### src/rtl/wb_arbiter.sv
// Register-file write-port arbiter: the pipeline shares one write port with a small FIFO of
// long-latency (mul/div) results. A starvation counter forces a buffer grant by stalling the pipeline.
module wb_arbiter #(
  parameter int STARVE_LIM = 3,
  parameter int DEPTH      = 2
) (
  input  logic                     clk,
  input  logic                     rst,
  input  logic                     pipe_we,
  input  logic [4:0]               pipe_rd,
  input  logic [31:0]              pipe_data,
  input  logic                     lu_valid,
  output logic                     lu_ready,
  input  logic [4:0]               lu_rd,
  input  logic [31:0]              lu_data,
  output logic                     stall_pipe,
  output logic                     rf_we,
  output logic [4:0]               rf_waddr,
  output logic [31:0]              rf_wdata,
  output logic [$clog2(DEPTH):0]   buf_cnt
);

  // DEPTH must be a power of two and at least 2 so the pointers wrap naturally.
  localparam int PW = $clog2(DEPTH);
  localparam int CW = PW + 1;
  localparam int SW = $clog2(STARVE_LIM + 1);
  localparam logic [CW-1:0] FULL = CW'(DEPTH);
  localparam logic [SW-1:0] LIM  = SW'(STARVE_LIM);

  logic [4:0]       buf_rd   [DEPTH];
  logic [31:0]      buf_data [DEPTH];
  logic [DEPTH-1:0] buf_vld;
  logic [PW-1:0]    wr_ptr;
  logic [PW-1:0]    rd_ptr;
  logic [SW-1:0]    starve;
  logic [SW-1:0]    starve_nxt;

  logic buf_nonempty;
  logic push;
  logic gnt_pipe;
  logic gnt_buf;

  // Grant uses the registered occupancy, so a result pushed this cycle is never bypassed.
  always_comb begin
    buf_nonempty = (buf_cnt != '0);
    lu_ready     = (buf_cnt < FULL);
    push         = lu_valid && lu_ready;
    gnt_pipe     = !stall_pipe && pipe_we;
    gnt_buf      = buf_nonempty && (stall_pipe || !pipe_we);
  end

  always_comb begin
    starve_nxt = starve;
    if (!buf_nonempty || gnt_buf)
      starve_nxt = '0;
    else if (gnt_pipe && (starve != LIM))
      starve_nxt = starve + SW'(1);
  end

  always_ff @(posedge clk) begin
    if (rst) begin
      wr_ptr     <= '0;
      rd_ptr     <= '0;
      buf_vld    <= '0;
      buf_cnt    <= '0;
      starve     <= '0;
      stall_pipe <= 1'b0;
      rf_we      <= 1'b0;
      rf_waddr   <= 5'd0;
      rf_wdata   <= 32'h0000_0000;
    end else begin
      rf_we <= 1'b0;
      if (gnt_pipe) begin
        rf_we    <= (pipe_rd != 5'd0);
        rf_waddr <= pipe_rd;
        rf_wdata <= pipe_data;
      end else if (gnt_buf) begin
        rf_we    <= buf_vld[rd_ptr] && (buf_rd[rd_ptr] != 5'd0);
        rf_waddr <= buf_rd[rd_ptr];
        rf_wdata <= buf_data[rd_ptr];
        rd_ptr   <= rd_ptr + PW'(1);
      end

      // A newer pipeline write to the same rd makes older buffered results dead.
      // The slot being pushed is empty, so the push below safely overrides its valid bit.
      if (gnt_pipe && (pipe_rd != 5'd0)) begin
        for (int i = 0; i < DEPTH; i++) begin
          if (buf_rd[i] == pipe_rd)
            buf_vld[i] <= 1'b0;
        end
      end

      if (push) begin
        buf_rd[wr_ptr]   <= lu_rd;
        buf_data[wr_ptr] <= lu_data;
        buf_vld[wr_ptr]  <= 1'b1;
        wr_ptr           <= wr_ptr + PW'(1);
      end

      case ({push, gnt_buf})
        2'b10:   buf_cnt <= buf_cnt + CW'(1);
        2'b01:   buf_cnt <= buf_cnt - CW'(1);
        default: buf_cnt <= buf_cnt;
      endcase

      starve     <= starve_nxt;
      stall_pipe <= (starve_nxt == LIM);
    end
  end

endmodule

### config.mk
export PLATFORM = sky130hd
export DESIGN_NAME = wb_arbiter
export DESIGN_NICKNAME = d
export VERILOG_FILES = /design/src/rtl/wb_arbiter.sv
export SDC_FILE = /design/constraint.sdc
export NUM_CORES = 1
export LEC_CHECK = 0
export CAP_MARGIN = 0
export CORE_MARGIN = 3
export CORE_UTILIZATION = 49
export DETAILED_ROUTE_END_ITERATION = 16
export PLACE_DENSITY = 0.8
export SKIP_CTS_REPAIR_TIMING = 1
export SLEW_MARGIN = 5
export SYNTH_ARGS = -nofsm -noshare
export SYNTH_HDL_FRONTEND = slang
export SYNTH_SLANG_ARGS = --single-unit
### constraint.sdc
create_clock -name clk -period 6.71 [get_ports clk]
set_input_delay 1.6775 -clock clk [delete_from_list [all_inputs] [get_ports clk]]
set_output_delay 1.6775 -clock clk [all_outputs]
set_load 0.01 [all_outputs]
Word level (Yosys, flattened, before mapping)
Memory sizes are Yosys's and may differ from the RTL's. A register that Yosys moved wholly into a read port is not among the register bits.
Index checks and enable logic that the tools add are counted.
Word-level totals
  register bits: 47
  bits in writable memories: 74
  input port bits: 78
  output and inout port bits: 42
  logic and storage cells: 71
  memories kept: 2
Operators by class
  add/subtract/negate cells: 5
  $lt $le $gt $ge: 4
  equal/unequal tests: 6
  mux-type cells: 25
  bitwise operators: 2
  reduce and logical (&&, ||, !) cells: 18
Memories
  buf_data: depth 2, bits a word 32, rd ports 1, clocked after Yosys merged registers in 1, write ports 1, RTL line 31  | logic [31:0] buf_data [DEPTH];
  buf_rd: depth 2, bits a word 5, rd ports 3, clocked after Yosys merged registers in 1, write ports 1, RTL line 30  | logic [4:0] buf_rd [DEPTH];
Operators by type and width (number)
  32-bit 2-to-1 mux: 2
  1-bit 2-to-1 mux: 14
  5-bit == test: 2
  2-bit 2-to-1 mux: 5
  5-bit 2-to-1 mux: 2
  5-bit nonzero test: 2
  1-bit logical AND: 7
  2-bit nonzero test: 3
  2-bit by 1-bit adder with 2-bit output (second input constant): 2
  2-bit == test (second input constant): 2
  1-bit by 2-bit less-than comparator with 1-bit output (second input constant): 2
  2-bit one-hot mux with 2 select lines: 1
  1-bit logical NOT: 3
  1-bit adder (second input constant): 2
  2-bit by 1-bit == test with 1-bit output (second input constant): 1
  1-bit logical OR: 2
  2-bit less-than comparator (second input constant): 1
  2-bit inequality test (second input constant): 1
  2-bit OR: 1
  2-bit AND reduction: 1
  2-bit by 1-bit subtractor with 2-bit output (second input constant): 1
  1-bit demux with 1-bit select: 1
  1-bit greater-or-equal comparator (second input constant): 1
  1-bit inverter: 1

Depth between registers and ports, before layout
  depth in word-level cells: 7
  gate-level depth with buffers: 7
  mapped depth without buffers: 6

Worst setup path after synthesis
No wires, ideal clock.
  kind: in2reg
  from: in rst
  to: mem buf_data[1][0], enable pin
  setup time: 488 ps
  arrival time: 4703 ps
  data required time: 6222 ps
  path slack: 1520 ps
  stages: 2
  buffers on the path: 1
  cell sequence: clkbuf_1 > nor3b_1
Between the ends
  word-level cells in the longest chain between the ends: 2
Ends and longest elaborated chain
  from (decl): RTL line 8  | input logic rst,
  1-bit 2-to-1 mux: RTL line 61  | if (rst) begin
  1-bit 2-to-1 mux (implied by the code): RTL line 95  | buf_data[wr_ptr] <= lu_data;
  to (decl): RTL line 31
Every way passes these cells.

Final worst setup path
  from: in pipe_we
  to: reg buf_cnt[1]
Between the ends
  word-level cells in the longest chain between the ends: 5
  elaborated cells on any way between the ends: 7
  classes of those cells: eq/ne (2); mux (1); reduce/logical (4)
Ends and longest elaborated chain
  from (decl): RTL line 9  | input logic pipe_we,
  1-bit logical NOT *: RTL line 49  | gnt_buf = buf_nonempty && (stall_pipe || !pipe_we);
  1-bit logical OR *: RTL line 49
  1-bit logical AND *: RTL line 49
  2-bit by 1-bit == test with 1-bit output or 2-bit == test (tied branches): RTL line 100  | case ({push, gnt_buf})
  2-bit one-hot mux with 2 select lines or 2-bit nonzero test (tied branches)
  to (signal assigned): RTL line 101  | 2'b10: buf_cnt <= buf_cnt + CW'(1);
  to (signal assigned): RTL line 102  | 2'b01: buf_cnt <= buf_cnt - CW'(1);
  to (signal assigned): RTL line 103  | default: buf_cnt <= buf_cnt;
  to (decl): RTL line 20  | output logic [$clog2(DEPTH):0] buf_cnt
Mark *: on every way between the ends. The rest lies on a longest branch, timed or not.
A chain may end at the register's enable or synchronous reset.

==> reports/metrics.yaml <==
grt_max_degree: 77
drive_gt1_share_pct: 7.32
max_slew_margin_pct: 18.3
seqCellArea_sq_um: 3180
peakVddDrop_uv: 209
path_buf_inv: 2
io_buffers: 119
grt_pass1_wl_mm: 17.3
synth_nets: 470
clk_path_buf_depth: 2
post-route-period-util_pct: 47.4
timing.rr.start: "buf_cnt[0]"
routabilityCongestion: 0.726
ys.flop_type: "edfxtp_1"
ys_seq_area_share_pct: 66.3
finalSetupTns_ns: 0
power_switching_uw: 687
drt_wl_total_mm: 10.8
crit_path_max_fanout: 38
synth_area_per_cell_sq_um: 12.3
r2r_end: "buf_cnt[1]"
synth_common_cells: "nand2_1 (76), edfxtp_1 (74), dfxtp_1 (48)"
comb_power_share_pct: 23.8
p_leak_uw: 0.00229
maxCapViolations: 0
syn_to_final_growth_pct: 38.6
hold_path.class: "flop to flop"
synth_edf_count: 74
antenna_found_initial: 0
crit_chain: "clkdlybuf4s50_1, nand2b_1, buf_4, and2_1, ha_1, or3_1, a21oi_1"
min_to: "buf_vld[1]"
crit_arrival_ns: 3.62
route.antenna.remaining_nets: 0
first_iter_violations: 163
cp-end-kind: "flop"
via_per_inst: 5.32
async_flop_share_pct: 0
swShare_pct: 27.8
multiInputGateArea_sq_um: 1500
hpwl_mm: 6.76
start_util_pct: 51.2
routedWlPerCell_microns: 16.7
route.detailed.drc: 0
setup_viol: 0
cts_tree: "built"
core_sq_um: 9370
num-fill-cells: 690
rsz0062_at_grt: "false"
synthesis.area_sq_um: 4800
worstSetupPathType: "input pin to flop"
htreeDepth: 4
critPathRequiredTime_ns: 7.14
utilization_pct: 71.0
slowest_stage: "clkdlybuf4s50_1"
instances_no_fill: 648
num_rows: 35
cts.sinks: 122
hold_viol_final: 0
hold_depth: 1
ys_ff_latch: 122
via_count: 3449
slowest_delay_ns: 0.41
dieArea_sq_um: 11000
globalRouteOverflowTotal: 0
die-height_microns: 105
first_pass_iters: 4
clkPwrFrac_pct: 35.6
synth.most_common_cell: "nand2_1"
placedCellCount: 616
seq_power_share_pct: 40.7
critPathLaunchType: "input pin"
clk_latency_ns: 0.51
clkTransAtPathRegs_ns: 0.05
r2r.worst_path.cells: 6
synth.distinct_cells: 32
hp-start: "buf_vld[1]"
synth_top_area_share_pct: 46.3
die_w_microns: 105
r2r_setup_slack_ns: 4.40
maxSlewViolCount: 0
status: "finished, final reports clean"
antenna-diode-count: 0
final_nets: 586
synthCells: 390
cts_buffers: 17
ios: 120
synth_area_leaders: "edfxtp_1 (46%), dfxtp_1 (20%), mux2i_1 (7.9%)"
powerDensity_nw_per_um2: 371
power.internal_uw: 1780
yosysWarnings: 0
clock_tree.root_cell: "clkbuf_8"
synth_top_cell_by_area: "edfxtp_1"
grt_pass1_vias: 3634
max_freq_mhz: 314
grtUsageTotal_pct: 20.0
fin_crit_ns: 3.18
fin_skew_ns: 0.00917
cp_top_family: "buffers and inverters"
worst_pin_slew_ns: 1.23
==> power groups by stage <==
stage          combinational (uW)  clock [uW]  sequential, uW
3_3_place_gp                  568           0            1020
4_1_cts                       592         885            1010
5_1_grt                       644         921            1020
3_5_place_dp                  583           0            1020
2_1_floorplan                 383           0             991
6_report                      587         878            1000
==> state kept, by name, summed over array words and instances (netlist names), named ones only <==
name,cells
rf_waddr,5
buf_rd,10
buf_vld,2
buf_cnt,2
rf_wdata,32
stall_pipe,1
rd_ptr,1
rf_we,1
starve,2
wr_ptr,1
buf_data,64
==> stage by stage <==
step	hold WS (ns)	cell area, sq um	setup slack (ns)	power (uW)
floorplan	0.452	4800	1.52	1370
finish	0.501	6650	3.53	2470
CTS	0.500	6650	3.51	2480
global route	0.519	6650	3.44	2580
global placement	0.472	6080	3.07	1580
detailed placement	0.484	6080	3.02	1600
==> cells in the final DEF (no fill, tap or decap), types with 4 or more instances in the layout <==
cell / netlist / layout
nand2_1: 76 / 76
xor2_1: 7 / 7
mux2i_1: 38 / 38
xnor2_1: 8 / 8
a21oi_1: 39 / 39
dfxtp_1: 48 / 47
clkdlybuf4s50_1: 0 / 118
o211ai_1: 37 / 37
clkbuf_1: 14 / 4
buf_4: 2 / 5
edfxtp_1: 74 / 74
nor2_1: 8 / 8
clkbuf_16: 0 / 16
==> worst max path at each step <==
stage	startpoint	to	slack, ns	cells past startpoint
6_report	pipe_we	buf_cnt[1]	3.53	7
5_1_grt	pipe_we	buf_cnt[1]	3.44	7
4_1_cts	buf_cnt[0]	buf_cnt[0]	3.51	1
3_5_place_dp	pipe_we	buf_cnt[1]	3.02	7
3_3_place_gp	pipe_we	buf_cnt[1]	3.07	7
2_1_floorplan	rst	buf_data[1][0]	1.52	2
==> logic make-up after synthesis <==
group / share of synthesized area, %
AOI/OAI and AO/OA: 10.6
xor gates and xnor gates: 2.74
adders and majority gates: 0.521
buffers and inverters: 2.68
DFF: 66.3
muxes: 8.16
and+or+nand+nor: 8.99
==> per-layer routing <==
layer  track usage, %  up-vias  routed length [microns]
li1                 -     1655                        -
met1             22.6     1642                     4260
met2             33.7      138                     5390
met3             8.28       14                     1000
met4             7.78        0                      137
met5                0        -                        0
==> cell type report <==
type	instances	share of cell area [%]
clock buffers	23	6.86
clock inverters	9	1.81
inverters	2	0.113
multi-input cells	239	22.5
flip-flops and latches	122	47.9
well taps	129	2.43
repair buffers	124	18.4
(Power assumes the default switching activity.)
